`config.mk`:
```
export PLATFORM = sky130hd
export DESIGN_NAME = uart_receiver
export DESIGN_NICKNAME = d
export VERILOG_FILES = /design/src/rtl/uart_receiver.sv
export SDC_FILE = /design/constraint.sdc
export NUM_CORES = 1
export LEC_CHECK = 0
export BUFFER_PORTS_ARGS = -buffer_cell sky130_fd_sc_hd__buf_2
export CAP_MARGIN = 20
export CORE_MARGIN = 2
export CORE_UTILIZATION = 45
export DETAILED_ROUTE_END_ITERATION = 6
export GPL_TIMING_DRIVEN = 0
export PLACE_DENSITY = 0.66
export SYNTH_ARGS = -nofsm -noshare
export SYNTH_HDL_FRONTEND = slang
export SYNTH_SLANG_ARGS = --single-unit
```
`constraint.sdc`:
```
create_clock -name clk -period 1.9 [get_ports clk]
set_input_delay 0.095 -clock clk [delete_from_list [all_inputs] [get_ports clk]]
set_output_delay 0.095 -clock clk [all_outputs]
set_load 0.01 [all_outputs]
```
`src/rtl/uart_receiver.sv`:
```
`default_nettype none
// ============================================================================
// Module   : uart_receiver
// Purpose  : 8N1 UART receiver. Synchronises the serial line, qualifies the
//            start bit at mid-bit, samples 8 data bits (LSB first) and the
//            stop bit at bit centres, and presents each good byte in a
//            one-deep holding register with a valid/ready handshake.
// Revision : 1.0 - initial release
// ----------------------------------------------------------------------------
// Ports:
//   clk        in   1  system clock, rising edge
//   rst_n      in   1  asynchronous active-low reset
//   uartRx     in   1  asynchronous serial line, idle high
//   data       out  8  received byte, valid while dataValid=1
//   dataValid  out  1  holding register holds an unconsumed byte
//   dataReady  in   1  consumer takes the byte when dataValid & dataReady
//   frameError out  1  one-cycle pulse: stop bit sampled low
//   overrun    out  1  one-cycle pulse: good byte overwrote unconsumed byte
//   busy       out  1  receiver FSM is not idle
// ============================================================================
module uart_receiver #(
  parameter int CLKFREQ      = 100_000_000,
  parameter int BAUDRATE     = 9600,
  parameter int CLKS_PER_BIT = CLKFREQ / BAUDRATE
) (
  input  logic       clk,
  input  logic       rst_n,
  input  logic       uartRx,
  output logic [7:0] data,
  output logic       dataValid,
  input  logic       dataReady,
  output logic       frameError,
  output logic       overrun,
  output logic       busy
);

  localparam int CNT_W = $clog2(CLKS_PER_BIT);
  localparam logic [CNT_W-1:0] HALF_LAST = CNT_W'(CLKS_PER_BIT / 2 - 1);
  localparam logic [CNT_W-1:0] BIT_LAST  = CNT_W'(CLKS_PER_BIT - 1);

  typedef enum logic [2:0] {
    IDLE      = 3'd0,
    START     = 3'd1,
    DATA      = 3'd2,
    STOP      = 3'd3,
    WAIT_IDLE = 3'd4
  } state_t;

  state_t           state_q,     state_d;
  logic             rx_meta_q,   rx_meta_d;
  logic             rx_s_q,      rx_s_d;
  logic [CNT_W-1:0] bit_cnt_q,   bit_cnt_d;
  logic [2:0]       bit_idx_q,   bit_idx_d;
  logic [7:0]       shift_q,     shift_d;
  logic [7:0]       data_q,      data_d;
  logic             valid_q,     valid_d;
  logic             frame_err_q, frame_err_d;
  logic             overrun_q,   overrun_d;

  always_ff @(posedge clk or negedge rst_n) begin
    if (!rst_n) begin
      state_q     <= IDLE;
      // Synchroniser resets to the idle line level so reset release
      // never looks like a start bit.
      rx_meta_q   <= 1'b1;
      rx_s_q      <= 1'b1;
      bit_cnt_q   <= '0;
      bit_idx_q   <= '0;
      shift_q     <= '0;
      data_q      <= '0;
      valid_q     <= 1'b0;
      frame_err_q <= 1'b0;
      overrun_q   <= 1'b0;
    end else begin
      state_q     <= state_d;
      rx_meta_q   <= rx_meta_d;
      rx_s_q      <= rx_s_d;
      bit_cnt_q   <= bit_cnt_d;
      bit_idx_q   <= bit_idx_d;
      shift_q     <= shift_d;
      data_q      <= data_d;
      valid_q     <= valid_d;
      frame_err_q <= frame_err_d;
      overrun_q   <= overrun_d;
    end
  end

  always_comb begin
    rx_meta_d   = uartRx;
    rx_s_d      = rx_meta_q;
    state_d     = state_q;
    bit_cnt_d   = bit_cnt_q;
    bit_idx_d   = bit_idx_q;
    shift_d     = shift_q;
    data_d      = data_q;
    valid_d     = valid_q;
    frame_err_d = 1'b0;
    overrun_d   = 1'b0;

    // Consumer handshake; a byte completing this same cycle overrides below,
    // which gives "consume old, load new, stay valid, no overrun".
    if (valid_q && dataReady) begin
      valid_d = 1'b0;
    end

    case (state_q)
      IDLE: begin
        if (!rx_s_q) begin
          state_d   = START;
          bit_cnt_d = '0;
        end
      end

      START: begin
        if (bit_cnt_q == HALF_LAST) begin
          bit_cnt_d = '0;
          if (!rx_s_q) begin
            state_d   = DATA;
            bit_idx_d = '0;
          end else begin
            // Line went high again before mid-bit: treat as a glitch.
            state_d = IDLE;
          end
        end else begin
          bit_cnt_d = bit_cnt_q + CNT_W'(1);
        end
      end

      DATA: begin
        if (bit_cnt_q == BIT_LAST) begin
          bit_cnt_d          = '0;
          shift_d[bit_idx_q] = rx_s_q;
          if (bit_idx_q == 3'd7) begin
            state_d = STOP;
          end else begin
            bit_idx_d = bit_idx_q + 3'd1;
          end
        end else begin
          bit_cnt_d = bit_cnt_q + CNT_W'(1);
        end
      end

      STOP: begin
        if (bit_cnt_q == BIT_LAST) begin
          bit_cnt_d = '0;
          if (rx_s_q) begin
            data_d    = shift_q;
            valid_d   = 1'b1;
            overrun_d = valid_q && !dataReady;
            state_d   = IDLE;
          end else begin
            // Bad frame: held byte is left alone; wait out any break.
            frame_err_d = 1'b1;
            state_d     = WAIT_IDLE;
          end
        end else begin
          bit_cnt_d = bit_cnt_q + CNT_W'(1);
        end
      end

      WAIT_IDLE: begin
        if (rx_s_q) begin
          state_d = IDLE;
        end
      end

      default: begin
        state_d = IDLE;
      end
    endcase
  end

  assign data       = data_q;
  assign dataValid  = valid_q;
  assign frameError = frame_err_q;
  assign overrun    = overrun_q;
  assign busy       = (state_q != IDLE);

endmodule
`default_nettype wire

```
---- Word-level counts from Yosys, hierarchy flattened ----
Index checks and enable logic that the tools add are counted.
storage, ports and cells
  bits in registers ....................... 41
  output and inout port bits .............. 12
  input port bits ......................... 4
  logic and storage cells ................. 74
operators by class
  muxes and demuxes ....................... 31
  $add $sub $neg .......................... 2
  equality and inequality tests ........... 15
  magnitude comparators ................... 2
  reduce and logical (&&, ||, !) cells .... 14
operator list
  operator                                                                             count
  14-bit 2-to-1 mux                                                                    3
  14-bit one-hot mux with 3 select lines                                               1
  3-bit 2-to-1 mux                                                                     11
  2-bit inequality test, second input constant                                         8
  3-bit one-hot mux with 5 select lines                                                1
  14-bit by 1-bit adder with 14-bit output, second input constant                      1
  14-bit by 13-bit == test with 1-bit output, second input constant                    1
  14-bit == test, second input constant                                                1
  1-bit 2-to-1 mux                                                                     11
  8-bit bitwise mux                                                                    1
  3-bit by 2-bit == test with 1-bit output, second input constant                      2
  3-bit == test, second input constant                                                 2
  3-bit one-hot mux with 2 select lines                                                1
  6-bit AND reduction                                                                  1
  3-bit nonzero test                                                                   2
  5-bit AND reduction                                                                  1
  3-bit by 4-bit less-than comparator with 1-bit output, second input constant         1
  2-bit AND reduction                                                                  2
  3-bit by 1-bit adder with 3-bit output, second input constant                        1
  1-bit demux with 3-bit select                                                        1
  3-bit by 1-bit == test with 1-bit output, second input constant                      1
  3-bit by 1-bit greater-or-equal comparator with 1-bit output, second input constant  1
  1-bit logical AND                                                                    3
  3-bit zero test                                                                      1
  5 further kinds                                                                      5

---- Longest topological paths before layout ----
Gate-level depths: netlist (run 1).
  depth in word-level cells ............... 5
  mapped depth ............................ 7

---- Worst setup path after synthesis (run 1) ----
No wires, ideal clock.
  path type ............................... register -> register
  start point ............................. register bit_cnt_q[0]
  end point ............................... register shift_q[4]
  data arrival time ....................... 1856 ps
  path buffers ............................ 0
  setup slack ............................. -83 ps
  period minus slack after synthesis ...... 1983 ps
  cell stages (with the launch flop) ...... 7
  setup time .............................. 128 ps
  cells stage by stage .................... dfrtp_1 ha_1 and4_1 nand4_1 or3_4 nor3b_2 mux2_1
between the ends
  word-level cells in the longest chain between the ends .. 2
ends and longest elaborated chain
  element                               RTL line  source
  start: declaration                    52        logic [CNT_W-1:0] bit_cnt_q, bit_cnt_d;
  start signal: assignment              78        bit_cnt_q <= bit_cnt_d;
  14-bit == test                        130       if (bit_cnt_q == BIT_LAST) begin
  2-bit AND reduction (no source line)  n/a
  end signal: assignment                80        shift_q <= shift_d;
  end: declaration                      54        logic [7:0] shift_q, shift_d;
Every way passes these cells.
A chain may end at the register's enable or synchronous reset.

---- Worst setup path in the final report (run 1) ----
  start point ............................. register bit_cnt_q[11]
  end point ............................... register bit_idx_q[1]
between the ends
  word-level cells in the longest chain between the ends .. 3
ends and longest elaborated chain
  element                                                                              RTL line  source
  14-bit == test / 14-bit by 13-bit == test with 1-bit output (equally long branches)  130, 115
  2-bit inequality test (no source line)                                               n/a
  5-bit AND reduction (no source line) *                                               n/a
  end signal: assignment                                                               79        bit_idx_q <= bit_idx_d;
  end: declaration                                                                     53        logic [2:0] bit_idx_q, bit_idx_d;
Mark *: on every way between the ends. The rest lies on a longest branch, timed or not.

==> results.json, run 1 <==
{
  "nNetsFinal": 237,
  "ir_drop_uv": 459,
  "worstHoldPathCells": 3,
  "vias_per_cell": 5.61,
  "synth_top_family_by_area": "simple AND/OR/NAND/NOR gates",
  "cts_num_sinks": 41,
  "crit_type": "reg2reg",
  "grt_pass1_vias": 1440,
  "port-buffer-count": 15,
  "drt-pass1-iter-count": 4,
  "critPathRequiredTime_ns": 2.13,
  "power.leakage_nw": 1.21,
  "cp.arrival_ns": 2.15,
  "post_synth_fa_ha_maj_area_fraction_pct": 1.79,
  "syn-mean-instance-area_um2": 10.6,
  "post-route-worst-setup-slack_ns": -0.0256,
  "finalMaxSlewViolations": 0,
  "cts_inserted_buffers": 5,
  "r2r_end": "bit_idx_q[1]",
  "die_height_um": 72.3,
  "min_period_over_period_pct": 101,
  "crit_path_cell_trace": "and4bb_2 -> nand4_1 -> a211o_1 -> or3_4 -> o21ai_1",
  "filler_cell_count": 367,
  "drv_cap": 0,
  "synthesis.yosys.warnings": 0,
  "worstSetupEndpointType": "register",
  "areaGrowthSynthToFinish_pct": 19.4,
  "hold_ws_ns": 0.0546,
  "grt_setup_unrepaired": "yes",
  "die-width_um": 72.3,
  "part_of_the_yosys_area_used_for_sequential_elements_pct": 49.0,
  "postSynthNetCount": 205,
  "multiInputGateArea_um2": 1030,
  "syn-cell-area_um2": 2100,
  "status": "complete, but fails checks",
  "worst_path_max_delay_cell": "sky130_fd_sc_hd__dfrtp_1",
  "max-slew-margin-rel_pct": 39.8,
  "layout_min_cycle_time_ns": 1.93,
  "hold_path.class": "in2reg",
  "routed-via-count": 1588,
  "cts-root-to-sink-buffers": 2,
  "worst_path_largest_cell_delay_ns": 0.45,
  "worst_path_dominant_cell_family": "simple AND/OR/NAND/NOR gates",
  "detailedRoute.firstIterationViolations": 83,
  "synth_edf_count": 0,
  "holdPathEnd": "overrun",
  "count_of_endpoints_failing_setup_in_the_final_report": 3,
  "post_synth_simple_gate_area_pct": 21.9,
  "reg_to_reg_startpoint": "bit_cnt_q[11]",
  "globalRouteOverflowTotal": 0,
  "yosysUniqueCellTypes": 48,
  "timing.critical_path.fanout_max": 6,
  "worst_pin_slew_ns": 0.903,
  "cts_tree": "yes",
  "rr_worst_depth": 5,
  "cells_after_synth": 198,
  "post_route_standard_cell_area_excluding_fillers_um2": 2510,
  "grtUsageTotal_pct": 16.7,
  "clkTransAtPathRegs_ns": 0.09,
  "post-route-drc-count": 0,
  "ios": 16,
  "initial_core_util_pct": 47.6,
  "place_congestion": 0.791,
  "holdCritStartpoint": "dataReady",
  "drive_gt1_share_pct": 35.1,
  "fmax_mhz": 519,
  "synth-main-ff-cell": "sky130_fd_sc_hd__dfrtp_1",
  "drt-total-wl_um": 4160,
  "finClkSkew_ns": 0.00912,
  "ant_nets": 0,
  "timing.critical_path.from_type": "register",
  "n_antenna_cell": 0,
  "avgRoutedWirePerCell_um": 14.7,
  "regArea_um2": 1030,
  "hold_viol": 0,
  "clkLatencyLatePin_ns": 0.30,
  "muxShareOfSynthArea_pct": 9.65,
  "dp_hpwl_um": 2620,
  "grt_max_degree": 42,
  "cts_root_buf": "sky130_fd_sc_hd__clkbuf_8",
  "h-tree-depth": 2,
  "grt_first_pass_wirelength_um": 6830,
  "grt_antenna_before_repair": 0,
  "count_of_buffering_cells_on_the_critical_path_with_inverters_included": 0,
  "core_area_um2": 4410,
  "std_cell_rows": 24,
  "fp.dieArea_um2": 5230,
  "placement.cell_area_um2": 2250,
  "post_synth_xor_area_fraction_pct": 0.417,
  "power-per-cell-area_nw_per_um2": 650,
  "setup-tns-final_ns": -0.0742,
  "violations_in_the_final_reports": "negative setup slack",
  "synth_compound_gate_area_share_pct": 12.6,
  "synth_async_sr_flop_share_pct": 100,
  "ys_seq_elements": 41,
  "reg2reg_setup_slack_ns": -0.03
}
area by class of cell:
cell class	count	area share (%)
Multi-Input combinational cell	138	41.2
Clock inverter	3	1.85
Clock buffer	5	2.74
Tap cell	52	2.59
Buffer	12	3.24
Inverter	6	0.898
Sequential cell	41	41.1
Timing Repair Buffer	26	6.39
report_power, final:
part | switching (mW) | total [mW] | internal [mW] | leakage [nW]
Combinational | 0.0224 | 0.0300 | 0.00753 | 0.605
Clock | 0.330 | 0.724 | 0.393 | 0.0543
Sequential | 0.00138 | 0.877 | 0.876 | 0.549
Total | 0.354 | 1.63 | 1.28 | 1.21
cells by family after synthesis:
kind of cell               count (synthesis)
xor gates and xnor gates                   1
adders and majority gates                  3
DFF                                       41
buffers and inverters                     19
muxes                                     18
AOI/OAI and AO/OA                         43
and+or+nand+nor                           73
worst register-to-register path, cell delays in order (launching register included):
cell and delay (ns):
sky130_fd_sc_hd__dfrtp_1 0.45, sky130_fd_sc_hd__and4bb_2 0.31, sky130_fd_sc_hd__nand4_1 0.17, sky130_fd_sc_hd__a211o_1 0.37
sky130_fd_sc_hd__or3_4 0.40, sky130_fd_sc_hd__o21ai_1 0.15
synth_stat cells, types with 2 or more instances:
| library cell | instances | area share, % |
|---|---|---|
| sky130_fd_sc_hd__nor2b_1 | 4 | 1.2 |
| sky130_fd_sc_hd__nor3_1 | 3 | 0.71 |
| sky130_fd_sc_hd__buf_2 | 6 | 1.4 |
| sky130_fd_sc_hd__inv_1 | 6 | 1.1 |
| sky130_fd_sc_hd__ha_1 | 3 | 1.8 |
| sky130_fd_sc_hd__a31oi_1 | 7 | 2.1 |
| sky130_fd_sc_hd__or3_4 | 2 | 1.1 |
| sky130_fd_sc_hd__o21ai_1 | 7 | 1.7 |
| sky130_fd_sc_hd__nand2_1 | 16 | 2.9 |
| sky130_fd_sc_hd__and3_1 | 2 | 0.60 |
| sky130_fd_sc_hd__nand3_1 | 5 | 1.2 |
| sky130_fd_sc_hd__a21oi_1 | 8 | 1.9 |
| sky130_fd_sc_hd__dfstp_2 | 2 | 2.5 |
| sky130_fd_sc_hd__nor2_1 | 9 | 1.6 |
| sky130_fd_sc_hd__mux2_2 | 17 | 9.1 |
| sky130_fd_sc_hd__nor3b_2 | 2 | 1.2 |
| sky130_fd_sc_hd__and4_1 | 4 | 1.7 |
| sky130_fd_sc_hd__o21ai_0 | 9 | 2.1 |
| sky130_fd_sc_hd__a21o_1 | 3 | 1.1 |
| sky130_fd_sc_hd__dfrtp_1 | 39 | 46 |
| sky130_fd_sc_hd__nand2b_1 | 2 | 0.60 |
| sky130_fd_sc_hd__nand3b_1 | 2 | 0.71 |
| sky130_fd_sc_hd__nand4_1 | 6 | 1.8 |
| sky130_fd_sc_hd__or3_1 | 2 | 0.60 |
| sky130_fd_sc_hd__buf_4 | 3 | 1.1 |
| sky130_fd_sc_hd__nor3b_1 | 5 | 1.8 |
| sky130_fd_sc_hd__clkbuf_1 | 3 | 0.54 |
metal layers:
layer | part of all wire [%] | vias up | wire, µm | GRT usage, %
met4 | 2.2 | 0 | 91 | 6.71
met3 | 4.7 | 10 | 195 | 5.42
met5 | 0 | - | 0 | 0
met1 | 46 | 757 | 1930 | 22.5
li1 | - | 780 | - | -
met2 | 47 | 41 | 1940 | 25.0
timing repair:
| action | in CTS | in global routing |
|---|---|---|
| pin swaps | 3 | 6 |
| gates resized for setup | 3 | 17 |
| endpoints found under the hold margin | 40 | 0 |
| setup buffers | 5 | 3 |
| endpoints found under the setup margin | 35 | 27 |
| cloned | 0 | 1 |
| hold buffers | 2 | 0 |
cells in the final DEF (no fill, tap or decap), types with 5 or more instances in the layout:
master and instances:
sky130_fd_sc_hd__dfrtp_1 38, sky130_fd_sc_hd__buf_2 20, sky130_fd_sc_hd__mux2_2 16, sky130_fd_sc_hd__nand2_1 15, sky130_fd_sc_hd__buf_4 11, sky130_fd_sc_hd__o21ai_0 9
sky130_fd_sc_hd__nor2_1 8, sky130_fd_sc_hd__a21oi_1 8, sky130_fd_sc_hd__a31oi_1 7, sky130_fd_sc_hd__nand4_1 6, sky130_fd_sc_hd__o21ai_1 6, sky130_fd_sc_hd__inv_1 6
sky130_fd_sc_hd__clkbuf_8 6, sky130_fd_sc_hd__nand3_1 5
stage by stage:
stage | total power, mW | setup WS [ns] | cells | util, %
2_1_floorplan | 0.901 | -0.0156 | 198 | -
3_3_place_gp | 0.923 | -0.252 | 265 | 50.9
3_5_place_dp | 0.923 | -0.234 | 265 | 50.9
4_1_cts | 1.64 | -0.0246 | 279 | 55.0
5_1_grt | 1.68 | -0.143 | 283 | 56.8
6_report | 1.63 | -0.0256 | 283 | 56.8
worst max-delay path by stage:
stage,startpoint,depth (start not counted),end,slack (ns)
detailed placement,bit_cnt_q[0],6,bit_cnt_q[8],-0.23
global placement,bit_cnt_q[0],6,bit_cnt_q[8],-0.25
CTS,bit_cnt_q[6],5,shift_q[2],-0.02
floorplan,bit_cnt_q[0],6,shift_q[0],-0.02
global route,bit_cnt_q[6],5,shift_q[4],-0.14
finish,bit_cnt_q[11],5,bit_idx_q[1],-0.03
registers in the layout, summed over array words and instances, names as in the netlist:
register    flops
bit_cnt_q      14
bit_idx_q       3
data            8
dataValid       1
frameError      1
overrun         1
rx_meta_q       1
rx_s_q          1
shift_q         8
state_q         3
(Power assumes the default switching activity.)
==> run 2, diff against run 1 <==
- PLACE_DENSITY: 0.66 -> 0.64
- clock period: 1.9 -> 2.4 ns (I/O delays scaled with it)
==> run 2 against run 1 <==
Compared with the run above: the run now ends clean; utilization decreased by 3.6 points; hold slack gained 0.044 ns; sequential cell count unchanged; cell count fell by 2.8%; die area did not move; total power shrank 29%; first-iteration DRC count up 1.2%; design area is 6.4% lower; sequential share of layout area rose by 2.7 points; combinational power down 21%; largest power group unchanged.
==> results.json, run 2 (same netlist as run 1, synthesis figures left out) <==
{
  "register_bank_with_the_most_flops": "bit_cnt_q",
  "multiInputGateArea_um2": 972,
  "port-buffer-count": 15,
  "ios": 16,
  "grt_first_pass_wirelength_um": 6540,
  "clkTransAtPathRegs_ns": 0.08,
  "drt-total-wl_um": 3830,
  "post_cts_buffers": 0,
  "setup-tns-final_ns": 0,
  "reg_to_reg_startpoint": "bit_cnt_q[0]",
  "areaGrowthSynthToFinish_pct": 11.7,
  "cts_num_sinks": 41,
  "reg2reg_setup_slack_ns": 0.13,
  "cts_root_buf": "sky130_fd_sc_hd__clkbuf_8",
  "holdPathEnd": "overrun",
  "grt_pass1_vias": 1405,
  "layout_min_cycle_time_ns": 2.27,
  "finClkSkew_ns": 0.00866,
  "drv_cap": 0,
  "count_of_endpoints_failing_setup_in_the_final_report": 0,
  "die_height_um": 72.3,
  "hold_path.class": "in2reg",
  "postCtsResizedCells": 0,
  "dp_hpwl_um": 2650,
  "grt_antenna_before_repair": 0,
  "ant_nets": 0,
  "cts-root-to-sink-buffers": 2,
  "cp.arrival_ns": 2.44,
  "timing.critical_path.from_type": "register",
  "nNetsFinal": 229,
  "drive_gt1_share_pct": 27.4,
  "grtUsageTotal_pct": 15.9,
  "hold_viol": 0,
  "worst_pin_slew_ns": 0.900,
  "worstHoldPathCells": 3,
  "power.leakage_nw": 1.12,
  "vias_per_cell": 5.59,
  "h-tree-depth": 2,
  "cp-startpoint": "bit_cnt_q[0]",
  "ir_drop_uv": 195,
  "holdCritStartpoint": "dataReady",
  "post-route-drc-count": 0,
  "crit_type": "reg2reg",
  "place_congestion": 0.842,
  "core_area_um2": 4410,
  "stdcell_count": 275,
  "r2r_end": "shift_q[4]",
  "detailedRoute.firstIterationViolations": 84,
  "fmax_mhz": 440,
  "std_cell_rows": 24,
  "finalMaxSlewViolations": 0,
  "cts_inserted_buffers": 5,
  "ctsHoldBuffers": 2,
  "filler_cell_count": 410,
  "drt-pass1-iter-count": 4,
  "status": "complete, no violations",
  "initial_core_util_pct": 47.6,
  "place_inst": 265,
  "regArea_um2": 1030,
  "most_common_cell_after_layout_fill_and_taps_aside": "sky130_fd_sc_hd__dfrtp_1",
  "rr_worst_depth": 6,
  "worstSetupEndpointType": "register",
  "largest_register_ffs": 14,
  "timing.critical_path.fanout_max": 5,
  "n_antenna_cell": 0,
  "top_library_cells_by_usage_in_the_layout_fill_and_taps_aside": "39 x sky130_fd_sc_hd__dfrtp_1, 21 x sky130_fd_sc_hd__buf_2, 17 x sky130_fd_sc_hd__mux2_2",
  "fp.dieArea_um2": 5230,
  "routed-via-count": 1537,
  "min_period_over_period_pct": 94.6,
  "cts_tree": "yes",
  "clkLatencyLatePin_ns": 0.29,
  "critPathRequiredTime_ns": 2.57,
  "grt_max_degree": 42,
  "power-per-cell-area_nw_per_um2": 493,
  "globalRouteOverflowTotal": 0,
  "avgRoutedWirePerCell_um": 13.9,
  "die-width_um": 72.3,
  "max-slew-margin-rel_pct": 40.0,
  "grt_setup_unrepaired": "no"
}
[run 2: changes by cell type in the layout (fill, tap and decap cells not counted), sizes merged]
cell and delta:
clkinv +1, bufinv -1, buf -8
[run 2: cell type report]
| class | instances | share of cell area, % |
|---|---|---|
| clock buffers | 5 | 2.93 |
| multi-input cells | 138 | 41.4 |
| flip-flops and latches | 41 | 43.8 |
| plain buffers | 13 | 3.30 |
| well taps | 52 | 2.77 |
| clock inverters | 3 | 0.746 |
| repair buffers | 17 | 4.05 |
| inverters | 6 | 0.959 |
[run 2: power by group]
group,switching [mW],internal [mW],total (mW),leakage (nW)
registers,0.00117,0.693,0.694,0.551
logic,0.0178,0.00595,0.0237,0.527
clock network,0.239,0.201,0.440,0.0439
[run 2: worst max-delay path, cell delays in order, from the launching register on]
cell and delay (ns):
sky130_fd_sc_hd__dfrtp_1 0.41, sky130_fd_sc_hd__ha_1 0.23, sky130_fd_sc_hd__and4_1 0.30, sky130_fd_sc_hd__nand4_1 0.22
sky130_fd_sc_hd__or3_4 0.46, sky130_fd_sc_hd__nor3b_2 0.21, sky130_fd_sc_hd__mux2_1 0.33
[run 2: metrics by stage]
stage / power, mW / hold WS (ns) / util [%] / worst slack, ns / area, µm²
5_1_grt: 1.20 / 0.104 / 53.2 / 0.0225 / 2350
2_1_floorplan: 0.713 / -0.176 / - / 0.417 / 2100
6_report: 1.16 / 0.0983 / 53.2 / 0.129 / 2350
4_1_cts: 1.18 / 0.0867 / 53.2 / 0.116 / 2350
3_5_place_dp: 0.731 / 0.227 / 50.8 / 0.131 / 2240
3_3_place_gp: 0.731 / 0.226 / 50.8 / 0.176 / 2240
[run 2: how the worst max path moves through the flow]
stage / depth (start not counted) / end / slack, ns
6_report: 6 / shift_q[4] / 0.13
5_1_grt: 6 / shift_q[4] / 0.02
4_1_cts: 6 / shift_q[4] / 0.12
3_5_place_dp: 6 / shift_q[4] / 0.13
3_3_place_gp: 6 / shift_q[4] / 0.18
2_1_floorplan: 6 / shift_q[4] / 0.42
[run 2: layer usage]
layer	track usage [%]	vias to the layer above	share of wire, %
li1	-	767	-
met1	21.3	748	49
met2	25.1	17	47
met3	3.75	5	3.1
met4	5.66	0	1.5
met5	0	-	0
==> run 3, diff against run 2 <==
- PLACE_DENSITY: 0.64 -> 0.66
- RECOVER_POWER: not set -> 50
- TNS_END_PERCENT: not set -> 100
- clock period: 2.4 -> 1.95 ns (I/O delays scaled with it)
==> run 3 against run 2 <==
Compared with the run above: the flow now finishes with violations (negative setup slack); design area rose by 3.9%; largest power group unchanged; via count rose by 3.3%; global-route usage rose by 0.91 points; utilization rose by 2.1 points; routed wire length rose by 4.9%; die area did not move; count of clock-buffer cells in the layout rose by 1; non-clock buffer count rose by 6; register-to-register slack got worse by 0.14 ns.
==> results.json, run 3 (same netlist as run 1, synthesis figures left out) <==
{
  "status": "complete, but fails checks",
  "violations_in_the_final_reports": "negative setup slack",
  "share_clk_of_total_power_pct": 40.3,
  "top_library_cells_by_usage_in_the_layout_fill_and_taps_aside": "38 x sky130_fd_sc_hd__dfrtp_1, 15 x sky130_fd_sc_hd__nand2_1, 15 x sky130_fd_sc_hd__mux2_2",
  "worst_pin_slew_ns": 0.988,
  "post-route-worst-setup-slack_ns": -0.0135,
  "hold_path.class": "in2reg",
  "post-route-drc-count": 0,
  "filler_cell_count": 404,
  "switching_power_mw": 0.332,
  "worstSetupEndpointType": "register",
  "detailedRoute.firstIterationViolations": 64,
  "clkLatencyLatePin_ns": 0.30,
  "global_route.usage.met2_pct": 27.4,
  "vias_per_cell": 5.65,
  "grt_first_pass_wirelength_um": 6770,
  "grt_max_degree": 42,
  "dp_hpwl_um": 2650,
  "fp.dieArea_um2": 5230,
  "grt_antenna_before_repair": 0,
  "setup-tns-final_ns": -0.0135,
  "detailedPlace.worstSlack_ns": -0.218,
  "critPathRequiredTime_ns": 2.14,
  "most_common_cell_after_layout_fill_and_taps_aside": "sky130_fd_sc_hd__dfrtp_1",
  "drt-total-wl_um": 4020,
  "place_congestion": 0.833,
  "switching_share_pct": 22.4,
  "cts_inserted_buffers": 5,
  "multiInputGateArea_um2": 1020,
  "max-slew-margin-rel_pct": 34.1,
  "count_of_endpoints_failing_setup_in_the_final_report": 1,
  "grt.met3_usage_pct": 3.89,
  "initial_core_util_pct": 47.6,
  "top_usage_layer": "met2",
  "ant_nets": 0,
  "globalRouteOverflowTotal": 0,
  "drive_gt1_share_pct": 27.9,
  "die_height_um": 72.3,
  "fmax_mhz": 509,
  "core_area_um2": 4410,
  "layout_min_cycle_time_ns": 1.96,
  "die-width_um": 72.3,
  "areaGrowthSynthToFinish_pct": 16.1,
  "crit_type": "reg2reg",
  "finClkSkew_ns": 0.00290,
  "clkTransAtPathRegs_ns": 0.08,
  "intPower_mw": 1.15,
  "regArea_um2": 1030,
  "power-per-cell-area_nw_per_um2": 607,
  "cts_num_sinks": 41,
  "hold_viol": 0,
  "seq_power_share_pct": 57.8,
  "grt_setup_unrepaired": "yes",
  "largest_register_ffs": 14,
  "drv_cap": 0,
  "grt_pass1_vias": 1494,
  "drt-pass1-iter-count": 4,
  "register_bank_with_the_most_flops": "bit_cnt_q",
  "port-buffer-count": 15,
  "avgRoutedWirePerCell_um": 14.3,
  "timing.critical_path.from_type": "register",
  "timing.critical_path.fanout_max": 5,
  "cts-root-to-sink-buffers": 2,
  "ios": 16,
  "power.leakage_nw": 1.12,
  "routed-via-count": 1588,
  "nNetsFinal": 235,
  "stdcell_count": 281,
  "ir_drop_uv": 312,
  "h-tree-depth": 2,
  "finalMaxSlewViolations": 0,
  "place_inst": 265,
  "grtUsageMet1_pct": 20.6,
  "n_antenna_cell": 0,
  "grtUsageTotal_pct": 16.8,
  "min_period_over_period_pct": 101,
  "power_share_of_the_combinational_group_pct": 2.0,
  "cp.arrival_ns": 2.15,
  "cts_root_buf": "sky130_fd_sc_hd__clkbuf_8",
  "cts_tree": "yes",
  "std_cell_rows": 24
}
[run 3: changes by cell type in the layout (fill, tap and decap cells not counted), sizes merged]
cell and change:
clkbuf +13, buf -6, clkinvlp -1
[run 3: worst paths after layout]
| kind | startpoint | endpoint | slack, ns | cells after the start |
|---|---|---|---|---|
| setup reg to reg | bit_cnt_q[0] | shift_q[4] | -0.01 | 6 |
| max in group asynchronous | rst_n | bit_cnt_q[6] | 0.79 | 2 |
| hold / removal | dataReady | overrun | 0.06 | 3 |
| min in group asynchronous | rst_n | data[5] | 0.49 | 2 |
| hold reg to reg | rx_meta_q | rx_s_q | 0.36 | 0 |
| setup / recovery | bit_cnt_q[0] | shift_q[4] | -0.01 | 6 |
[run 3: final cells by class]
| cell class | count | area share [%] |
|---|---|---|
| flip-flops and latches | 41 | 42.2 |
| multi-input cells | 138 | 41.7 |
| repair buffers | 24 | 5.49 |
| clock buffers | 6 | 3.39 |
| plain buffers | 12 | 3.08 |
| well taps | 52 | 2.67 |
| inverters | 6 | 0.924 |
| clock inverters | 2 | 0.564 |
[run 3: per-stage QoR]
| step | hold WS [ns] | utilization (%) | cell area, µm² | power (mW) |
|---|---|---|---|---|
| after floorplan | -0.198 | - | 2100 | 0.877 |
| after global placement | 0.203 | 50.8 | 2240 | 0.899 |
| after detailed placement | 0.204 | 50.8 | 2240 | 0.900 |
| after CTS | 0.0657 | 54.5 | 2400 | 1.49 |
| after global routing | 0.0902 | 55.2 | 2440 | 1.54 |
| final | 0.0615 | 55.2 | 2440 | 1.48 |
[run 3: timing repair]
item / CTS / global route
setup endpoints to repair: 31 / 24
pin swaps: 3 / 2
gates resized for setup: 4 / 10
hold buffers: 2 / 0
setup buffers: 4 / 3
hold endpoints to repair: 40 / 0
[run 3: per-layer routing]
layer	up-vias	wire [µm]
met4	0	108
met3	13	118
met1	771	1880
li1	777	-
met2	27	1920
met5	-	0
[run 3: critical path, cell delays in order (launching register included)]
cell	delay [ns]
sky130_fd_sc_hd__dfrtp_1	0.40
sky130_fd_sc_hd__ha_4	0.17
sky130_fd_sc_hd__and4_4	0.23
sky130_fd_sc_hd__nand4_1	0.12
sky130_fd_sc_hd__or3_4	0.39
sky130_fd_sc_hd__nor3b_2	0.20
sky130_fd_sc_hd__mux2_1	0.33
[run 3: power groups by stage]
stage	Sequential, mW	Clock, mW	Combinational (mW)
after floorplan	0.871	0	0.00617
after global placement	0.871	0	0.0277
after detailed placement	0.871	0	0.0283
after CTS	0.854	0.609	0.0311
after global routing	0.855	0.650	0.0343
final	0.854	0.596	0.0290
